`src/rtl/pwm_regbank.sv`:
```
// pwm_regbank: 12-bit control register bank for the function generator and
// the PWM engine, fed by the UART command FSM write port. Holds the FG
// configuration registers, drives the packed FG configuration bus, and runs
// a prescaled PWM timer with double-buffered period, duty and phase.
module pwm_regbank #(
    parameter int DATA_W = 12,
    parameter int ADDR_W = 4
) (
    input  logic                  clk,
    input  logic                  reset,
    input  logic                  write_en,
    input  logic [ADDR_W-1:0]     addr,
    input  logic [DATA_W-1:0]     data_in,
    output logic [DATA_W-1:0]     data_out,
    input  logic [DATA_W-1:0]     fg_out_in,
    output logic [8*DATA_W-1:0]   fg_cfg,
    output logic                  pwm_out
);

    localparam logic [ADDR_W-1:0] A_FG_OUT  = 4'h8;
    localparam logic [ADDR_W-1:0] A_PWM_CLK = 4'h9;
    localparam logic [ADDR_W-1:0] A_PWM_TMR = 4'hA;
    localparam logic [ADDR_W-1:0] A_PWM_PR  = 4'hB;
    localparam logic [ADDR_W-1:0] A_PWM_DC  = 4'hC;
    localparam logic [ADDR_W-1:0] A_PWM_PH  = 4'hD;
    localparam logic [ADDR_W-1:0] A_PWM_CON = 4'hE;

    // Eight FG registers, index 0 (fg_con) lands in the low 12 bits of fg_cfg.
    logic [7:0][DATA_W-1:0] fg_reg;

    // Bank copies as seen by the host.
    logic [DATA_W-1:0] pwm_clk;
    logic [DATA_W-1:0] pr_bank;
    logic [DATA_W-1:0] dc_bank;
    logic [DATA_W-1:0] ph_bank;
    logic [DATA_W-1:0] pwm_con;

    // Active copies used by the engine, reloaded only at period boundaries.
    logic [DATA_W-1:0] pr_act;
    logic [DATA_W-1:0] dc_act;
    logic [DATA_W-1:0] ph_act;

    logic [DATA_W-1:0] pre;
    logic [DATA_W-1:0] tmr;

    logic              enable;
    logic              invert;
    logic              tick;
    logic              wrap;
    logic              raw;
    logic [DATA_W-1:0] rd_data;

    // Compare path intermediates, one bit wider so the phase sum cannot overflow.
    logic [DATA_W:0]   ph_eff;
    logic [DATA_W:0]   phase_sum;
    logic [DATA_W:0]   period_len;
    logic [DATA_W:0]   phase_pos;

    assign fg_cfg = fg_reg;
    assign enable = pwm_con[0];
    assign invert = pwm_con[1];
    assign tick   = (pre == pwm_clk);
    // A timer that has run past the period (reset/enable race) also wraps.
    assign wrap   = tick && (tmr >= pr_act);

    // Host writes into the RW registers; read-only and unused addresses are ignored.
    always_ff @(posedge clk or posedge reset) begin
        if (reset) begin
            fg_reg  <= '0;
            pwm_clk <= '0;
            pr_bank <= '0;
            dc_bank <= '0;
            ph_bank <= '0;
            pwm_con <= '0;
        end else if (write_en) begin
            case (addr)
                4'h0, 4'h1, 4'h2, 4'h3,
                4'h4, 4'h5, 4'h6, 4'h7: fg_reg[addr[2:0]] <= data_in;
                A_PWM_CLK:              pwm_clk <= data_in;
                A_PWM_PR:               pr_bank <= data_in;
                A_PWM_DC:               dc_bank <= data_in;
                A_PWM_PH:               ph_bank <= data_in;
                A_PWM_CON:              pwm_con <= data_in;
                default:                ;
            endcase
        end
    end

    // Prescaler and timer; active copies follow the bank while idle and latch at each wrap.
    always_ff @(posedge clk or posedge reset) begin
        if (reset) begin
            pre    <= '0;
            tmr    <= '0;
            pr_act <= '0;
            dc_act <= '0;
            ph_act <= '0;
        end else if (!enable) begin
            pre    <= '0;
            tmr    <= '0;
            pr_act <= pr_bank;
            dc_act <= dc_bank;
            ph_act <= ph_bank;
        end else if (tick) begin
            pre <= '0;
            if (wrap) begin
                tmr    <= '0;
                pr_act <= pr_bank;
                dc_act <= dc_bank;
                ph_act <= ph_bank;
            end else begin
                tmr <= tmr + 1'b1;
            end
        end else begin
            pre <= pre + 1'b1;
        end
    end

    // Phase-shifted duty compare; an out-of-range phase is treated as zero.
    always_comb begin
        ph_eff     = (ph_act > pr_act) ? '0 : {1'b0, ph_act};
        phase_sum  = {1'b0, tmr} + ph_eff;
        period_len = {1'b0, pr_act} + (DATA_W+1)'(1);
        phase_pos  = (phase_sum >= period_len) ? (phase_sum - period_len) : phase_sum;
        raw        = (phase_pos < {1'b0, dc_act});
    end

    // Registered PWM output; a disabled engine parks at the idle (inverted) level.
    always_ff @(posedge clk or posedge reset) begin
        if (reset) begin
            pwm_out <= 1'b0;
        end else begin
            pwm_out <= enable ? (raw ^ invert) : invert;
        end
    end

    // Read source select for the addressed register.
    always_comb begin
        rd_data = '0;
        case (addr)
            4'h0, 4'h1, 4'h2, 4'h3,
            4'h4, 4'h5, 4'h6, 4'h7: rd_data = fg_reg[addr[2:0]];
            A_FG_OUT:               rd_data = fg_out_in;
            A_PWM_CLK:              rd_data = pwm_clk;
            A_PWM_TMR:              rd_data = tmr;
            A_PWM_PR:               rd_data = pr_bank;
            A_PWM_DC:               rd_data = dc_bank;
            A_PWM_PH:               rd_data = ph_bank;
            A_PWM_CON:              rd_data = pwm_con;
            default:                rd_data = '0;
        endcase
    end

    // Read data is registered every cycle regardless of write activity.
    always_ff @(posedge clk or posedge reset) begin
        if (reset) begin
            data_out <= '0;
        end else begin
            data_out <= rd_data;
        end
    end

endmodule

```
`config.mk`:
```
export PLATFORM = sky130hd
export DESIGN_NAME = pwm_regbank
export DESIGN_NICKNAME = d
export VERILOG_FILES = /design/src/rtl/pwm_regbank.sv
export SDC_FILE = /design/constraint.sdc
export NUM_CORES = 1
export LEC_CHECK = 0
export ABC_AREA = 1
export ABC_CLOCK_PERIOD_IN_PS = 8300
export CORE_MARGIN = 3
export CORE_UTILIZATION = 55
export DETAILED_ROUTE_END_ITERATION = 8
export PLACE_DENSITY_LB_ADDON = 0.15
export SYNTH_ARGS = -nofsm -noshare
export SYNTH_HDL_FRONTEND = slang
export SYNTH_SLANG_ARGS = --single-unit
```
`constraint.sdc`:
```
create_clock -name clk -period 8.3 [get_ports clk]
set_input_delay 1.245 -clock clk [delete_from_list [all_inputs] [get_ports clk]]
set_output_delay 1.245 -clock clk [all_outputs]
set_load 0.01 [all_outputs]
```
Word-level counts from Yosys, hierarchy flattened
Index checks and enable logic that the tools add are counted.

Muxes and demuxes: 23. Divide/modulo/power cells: 0. Reductions and logical operators: 11. Eq/ne operators: 17. Magnitude comparators: 6. Add/subtract/negate cells: 5. Bitwise logic cells: 1. Multiply operators: 0. Shift operators: 0.

Operator list (count): $mux 12 (17); $bwmux 96 (1); $pmux 12 s8 (1); $bmux 12 s3 (1); $demux 12 s3 (1); $eq 4x4->1 const B (7); $add 12x1->12 const B (2); $eq 4x3->1 const B (4); $reduce_and 2->1 (7); $add 12x1->13 const B (1); $add 12x12->13 (1); $ge 13x13->1 (1); $lt 13x12->1 (1); $mux 13 (1); $sub 13x13->13 (1); $eq 12x12->1 (1); $ge 12x12->1 (1); $gt 12x12->1 (1); $eq 4x2->1 const B (2); $reduce_or 8->1 (1); $eq 4x1->1 const B (1); $logic_not 4->1 (1); $lt 3x4->1 const B (1); $ne 2x1->1 const B (2); other kinds (4) (5).

Register bits after elaboration: 229. Memory bits (read-only): 0. Logic and storage cells: 83. Bits in writable memories: 0. Output and inout bits: 109. Memories: 0. Latch bits: 0.

Longest topological paths before layout
Gate-level depths: netlist of the first run.

Depth in word-level cells: 8. Depth in mapped cells: 42. Depth with buffers taken out: 39.

Worst setup path after synthesis of the first run
No wires, ideal clock.

Path kind: reg2reg. From: reg pr_act[6]. To: reg pwm_out. Setup slack: 3.099 ns. Path buffers: 3. Required time: 8.187 ns. Period minus slack after synthesis: 5.201 ns. Arrival time: 5.088 ns. Cell stages (with the launch flop): 42. Path through: dfrtp_1 inv_1 ha_1 nand2_1 o21ai_0 nand3_1 nand2_1 nand3_1 a32oi_1 clkbuf_1 nor2_1 ha_1 a21oi_1 nand2_1 nand3_1 nand2_1 nand3_1 nand2_1 [6 not listed] inv_1 nor2_1 nand2_1 nand3_2 inv_2 buf_2 buf_6 nand2_1 o21ai_0 ha_1 a21oi_1 nor2_1 a211oi_1 nand2_1 nand2_1 nand3_1 nand2_1 inv_1.

Longest elaborated chain between the ends: 8. Elaborated cells on any way between the ends: 10.

RTL lines: from (decl) (line 39) `logic [DATA_W-1:0] pr_act;`; from (signal assigned) (line 100) `pr_act <= pr_bank;`; from (signal assigned) (line 107) `pr_act <= pr_bank;`; $gt 12x12->1 (line 120) `ph_eff = (ph_act > pr_act) ? '0 : {1'b0, ph_act};`; $mux 12 (line 120); $add 12x12->13 (line 121) `phase_sum = {1'b0, tmr} + ph_eff;`; $sub 13x13->13 or $ge 13x13->1 (tied branches) (line 123) `phase_pos = (phase_sum >= period_len) ? (phase_sum - period_len) : phase_sum;`; $mux 13 * (line 123); $lt 13x12->1 * (line 124) `raw = (phase_pos < {1'b0, dc_act});`; $xor 1x1->1 * (line 132) `pwm_out <= enable ? (raw ^ invert) : invert;`; $mux 1 * (line 132); to (signal assigned) (line 132); to (decl) (line 17) `output logic pwm_out`.

Every way passes the cells marked *; elsewhere a longest branch is shown, timed or not. A chain may end at the register's enable or synchronous reset.

Final worst setup path of the first run
From: reg pr_act[7]. To: reg pwm_out.

Same word-level chain as after synthesis.

==> out/qor.txt, run 1 <==
Status = finished clean
VDD IR-drop max = 197 µV
# rows = 53
Peak Freq = 161 MHz
H-tree depth = 1
Initial antenna violation count = 1
Hold_buf cts = 0
Cts repair resizes = 0
CP top delay family = compound AO/OA/AOI/OAI gates
GRT Util Overall = 0.310
CTS tree = done
Skew final = 0.0263 ns
Async S/R FF share, synth = 1.00
Post-Syn Area = 0.0120 mm²
Power density over the cells = 320 mW/mm²
WP data required = 8.72 ns
# DRC = 0
Postcts setup bufs = 0
WP data arrival = 6.62 ns
Seq/Total Area, Yosys = 0.476
Die Wd = 154 µm
Fin Setup TNS = 0 ns
CP max FO = 20
DRT Pass-1 Iters = 7
Post-Syn Instances = 1,439
Vias = 10,767
# nets final = 1,634
Min Clock Period, post-route = 6.19 ns
Pins Over Slew Limit = 0
Synth warnings = 0
# setup viols final = 0
Bufs and invs on worst path = 3
I/O Pins = 140
CP max stage cell = a32oi_1
Drt via density = 5.88
CP max stage delay = 0.77 ns
Core Region = 0.0213 mm²
Yosys reg bits = 229
Die H = 154 µm
Die footprint = 0.0237 mm²
TritonCTS buffer count = 24
CP startpoint kind = flop
Synthesis-to-finish area growth = 20.1%
Routability cong. = 0.936
CTS sink count = 229
WL final = 37,300 µm
Vias in the first global route = 10,531
Worst slew pin tran = 1.00 ns
DRC violation total after the first TritonRoute iteration = 855
Drt wl/cell = 20.4 µm
Final ANT Viol Nets = 0
Period utilization = 0.746
Share of cells above drive strength 1 = 0.0521
Dpl ws = 2.15 ns
RSZ-0062 raised after global routing = false
Total gr overflow = 0
Worst setup path category = flop to flop
Syn_nets = 1,535
Top-area cell type share of the netlist area = 0.476
Max_cap viols = 0
PortBufs = 139
Max reg flops = 96
Avg Synthesized Cell Area = 8.37 µm²
Antenna cells = 0
Leak = 0.00665 µW
Final HPWL DP = 26,300 µm
Worst-path clk slew = 0.07 ns
First-pass GRT wire length = 58,300 µm
Post-synth EDFFs = 0
Largest cells by area after synthesis = dfrtp_1, nand2_1, o21ai_0, ha_1, inv_1
Largest net degree at the start of global routing = 85
Final setup margin = 2.11 ns
Rel. slew slack = 0.331
Endpoint class of the critical path = flop
Max clock buf depth = 3
Main synth FF type = dfrtp_1
Skew-Pair Late Insertion Delay = 0.55 ns
Yosys top cell by area = dfrtp_1
CTS root buf = clkbuf_16
Placed Area = 0.0135 mm²
Most used cell, CP = nand2_1
Initial Utilization = 0.566
Design area = 0.0145 mm²
Hold WC Path Type = flop to flop
Final hold violations = 0
Synth cell types = 45
Yosys cell counts, drive strengths merged (26+ instances only):
cell type / n
a21oi: 69
buf: 26
clkbuf: 45
dfrtp: 229
ha: 63
inv: 121
nand2: 334
nand3: 46
nor2: 111
o21ai: 216
o22ai: 45
xor2: 31
layout make-up:
cell class	count	area (µm²)
flip-flops and latches	229	5730
clock inverters	13	294
inverters	121	462
clock buffers	30	663
fillers	1759	6820
multi-input cells	1018	5540
well taps	275	344
repair buffers	144	1430
layout by cell type, fill, tap and decap left out, drive strengths merged, types with 20 or more instances in the layout:
master and n:
clkbuf 30, nand3 46, o22ai 45, o21ai 216, dfrtp 229, nor2 111, nand2 334, xor2 31
nand4 20, clkdlybuf4s50 139, a21oi 69, ha 63, inv 121
final timing paths:
check	start	to	slack, ns	cells past startpoint
hold reg to reg	pwm_con[6]	pwm_con[6]	0.49	2
hold / removal	pwm_con[6]	pwm_con[6]	0.49	2
setup / recovery	pr_act[7]	pwm_out	2.11	36
setup reg to reg	pr_act[7]	pwm_out	2.11	36
max in group asynchronous	reset	fg_cfg[55]	5.71	3
min in group asynchronous	reset	fg_cfg[56]	1.15	2
routing by layer:
metal / GRT usage / up-vias / routed length, µm
li1: - / 5033 / -
met1: 0.407 / 5187 / 15100
met2: 0.498 / 459 / 17500
met3: 0.0684 / 88 / 2920
met4: 0.134 / 0 / 1790
met5: 0 / - / 0
cells by family (layout without fill, tap and decap cells):
| kind of cell | count (synthesis) | count (layout) | share of synthesized area |
|---|---|---|---|
| compound gates | 370 | 370 | 0.169 |
| xor+xnor | 47 | 47 | 0.0342 |
| fa+ha+maj | 65 | 65 | 0.0688 |
| buf+inv | 192 | 308 | 0.0642 |
| flops | 229 | 229 | 0.476 |
| simple gates | 536 | 536 | 0.188 |
per-stage QoR:
stage | cells | utilization | total power [µW] | hold slack [ns]
3_5_place_dp | 1787 | 0.635 | 3320 | 0.475
5_1_grt | 1830 | 0.680 | 4920 | 0.519
2_1_floorplan | 1439 | - | 2710 | 0.453
4_1_cts | 1830 | 0.680 | 4610 | 0.491
3_3_place_gp | 1787 | 0.635 | 3280 | 0.467
6_report | 1830 | 0.680 | 4620 | 0.489
tightest hold or removal path, cell delays in order, from the launching register on:
cell and delay (ns):
dfrtp_1 0.34, nand2_1 0.05, o21ai_0 0.06
power breakdown:
| part | leakage (µW) | total, µW | internal, µW | switching [µW] |
|---|---|---|---|---|
| sequential | 0.00291 | 1540 | 1350 | 197 |
| clock | 0.000467 | 1290 | 819 | 469 |
| combinational | 0.00327 | 1790 | 735 | 1060 |
| total | 0.00665 | 4620 | 2900 | 1720 |
Power figures use the tool's default switching activity.
==> inputs of run 2 (changes only) <==
--- a/config.mk
+++ b/config.mk
@@ -6,9 +6,9 @@
 export NUM_CORES = 1
 export LEC_CHECK = 0
 export ABC_AREA = 1
-export ABC_CLOCK_PERIOD_IN_PS = 8300
+export ABC_CLOCK_PERIOD_IN_PS = 5400
 export CORE_MARGIN = 3
-export CORE_UTILIZATION = 55
+export CORE_UTILIZATION = 51
 export DETAILED_ROUTE_END_ITERATION = 8
 export PLACE_DENSITY_LB_ADDON = 0.15
 export SYNTH_ARGS = -nofsm -noshare
==> constraint.sdc (replaced) <==
create_clock -name clk -period 5.4 [get_ports clk]
set_input_delay 0.81 -clock clk [delete_from_list [all_inputs] [get_ports clk]]
set_output_delay 0.81 -clock clk [all_outputs]
set_load 0.01 [all_outputs]
==> out/qor.txt, run 2 (synthesis gave the netlist of run 1 again) <==
Initial Utilization = 0.526 (-0.0402)
# nets final = 1,665 (+1.9%)
Max reg flops = 96 (unchanged)
Die H = 160 µm (+3.7%)
Routability cong. = 0.946 (+1.0%)
Largest net degree at the start of global routing = 132 (+55%)
Final hold violations = 0 (unchanged)
Antenna cells = 0 (unchanged)
Power density over the cells = 488 mW/mm² (+53%)
Drt wl/cell = 20.1 µm (-1.5%)
Hold WC Path Type = flop to flop
First-pass GRT wire length = 59,200 µm (+1.5%)
WL final = 38,200 µm (+2.4%)
Total gr overflow = 0 (unchanged)
WP data arrival = 5.62 ns (-1.00 ns)
Drt via density = 5.71 (-3.0%)
RSZ-0062 raised after global routing = true
Share of cells above drive strength 1 = 0.0913 (+0.0392)
Rel. slew slack = 0.319 (-0.0121)
CP Depth = 37 (+2.8%)
CTS root buf = clkbuf_16
Most common cell after layout, fill and taps aside = nand2_1
VDD IR-drop max = 302 µV (+53%)
Met2 GRT Util = 0.479 (-0.0193)
Most used cell, CP = nand2_1
Vias = 10,855 (+0.82%)
# setup viols final = 0 (unchanged)
Worst-path clk slew = 0.06 ns (about the same)
PortBufs = 139 (unchanged)
Pins Over Slew Limit = 0 (unchanged)
Final HPWL DP = 26,800 µm (+2.0%)
Hold_buf cts = 0 (unchanged)
WP data required = 5.82 ns (-2.90 ns)
CP max FO = 6 (-70%)
Hold_ws = 0.488 ns (-0.00141 ns)
Max_cap viols = 0 (unchanged)
Synthesis-to-finish area growth = 23.2%
GRT busiest layer = met2
Met1 Use GR = 0.382 (-0.0258)
Period utilization = 0.963 (+0.217)
CTS tree = done
I/O Pins = 140 (unchanged)
Worst setup path category = flop to flop
H-tree depth = 1 (unchanged)
Final ANT Viol Nets = 0 (unchanged)
Core Region = 0.0229 mm² (+7.7%)
CP startpoint kind = flop
Min Clock Period, post-route = 5.20 ns (-0.993 ns)
Bufs and invs on worst path = 5 (+2)
CTS sink count = 229 (unchanged)
DRT Pass-1 Iters = 9 (+2)
Skew final = 0.0355 ns (+0.00920 ns)
GRT Util Overall = 0.292 (-0.0179)
# rows = 55 (+3.8%)
Total chip power = 7240 µW (+57%)
Leak = 0.00677 µW (+1.8%)
CP max stage cell = dfrtp_1
Vias in the first global route = 10,492 (-0.37%)
Worst slew pin tran = 1.02 ns (+0.0194 ns)
Die footprint = 0.0255 mm² (+7.5%)
# DRC = 0 (unchanged)
R2R cell count = 37 (+2.8%)
Met3 Track Usage GR = 0.0661 (-0.00225)
CP max stage delay = 0.38 ns (-0.39 ns)
Skew-Pair Late Insertion Delay = 0.55 ns (about the same)
Hold path depth = 2 (unchanged)
Design area = 0.0148 mm² (+2.6%)
Most frequent cells in the layout = nand2_1, dfrtp_1, o21ai_0
CP top delay family = simple AND/OR/NAND/NOR gates
Die Wd = 160 µm (+3.7%)
Peak Freq = 192 MHz (+19%)
Status = finished clean
TritonCTS buffer count = 26 (+8.3%)
Initial antenna violation count = 2 (+1)
Endpoint class of the critical path = flop
Placed Area = 0.0137 mm² (+1.3%)
DRC violation total after the first TritonRoute iteration = 938 (+9.7%)
Max clock buf depth = 3 (unchanged)
run 2: worst paths after layout:
check                                  from          end  slack [ns]
worst max-delay path              pr_act[5]      pwm_out        0.20
worst min register to register  dc_bank[11]   dc_act[11]        0.49
min in group asynchronous             reset  data_out[2]        0.70
worst min-delay path            dc_bank[11]   dc_act[11]        0.49
worst max register to register    pr_act[5]      pwm_out        0.20
max in group asynchronous             reset    pr_act[5]        3.54
run 2: repair_timing:
item / 4_1_cts / 5_1_grt
endpoints found under the setup margin: 1 / 1
pin swaps: 0 / 25
gates resized for setup: 1 / 46
gates cloned: 0 / 2
buffers inserted: 0 / 13
run 2: layout make-up:
| type | instances | area (µm²) |
|---|---|---|
| inverters | 121 | 463 |
| repair buffers | 171 | 1660 |
| well taps | 313 | 392 |
| flip-flops and latches | 229 | 5730 |
| clock buffers | 36 | 748 |
| repair inverters | 2 | 11.3 |
| fillers | 1928 | 8080 |
| multi-input cells | 1018 | 5720 |
| clock inverters | 12 | 113 |
run 2: power by group:
| group | leakage, µW | internal (µW) | switching [µW] | total (µW) |
|---|---|---|---|---|
| Combinational | 0.00343 | 1340 | 1780 | 3120 |
| Clock | 0.000429 | 1020 | 732 | 1750 |
| Sequential | 0.00291 | 2070 | 302 | 2370 |
run 2: worst register-to-register path: cells and delay by family, from the launching register on:
kind	cells	cell delay, ns
flip-flops	1	0.38
AND/OR/NAND/NOR	19	1.58
buffers and inverters	5	0.48
XOR/XNOR	1	0.20
AO/OA/AOI/OAI	8	1.19
adder cells (fa/ha/maj)	4	1.27
run 2: through the flow:
stage | cells | util | setup slack [ns] | setup TNS (ns)
4_1_cts | 1887 | 0.635 | 0.0146 | 0
6_report | 1902 | 0.647 | 0.201 | 0
5_1_grt | 1902 | 0.647 | -0.180 | -0.180
2_1_floorplan | 1439 | - | 0.199 | 0
3_3_place_gp | 1839 | 0.597 | 0.183 | 0
3_5_place_dp | 1839 | 0.597 | -0.00152 | -0.00152
run 2: metal layers:
layer | wire, µm | part of all wire | vias up
met5 | 35 | 0.00092 | -
met4 | 1680 | 0.044 | 4
met3 | 2820 | 0.074 | 102
met2 | 18100 | 0.47 | 420
met1 | 15600 | 0.41 | 5214
li1 | - | - | 5115
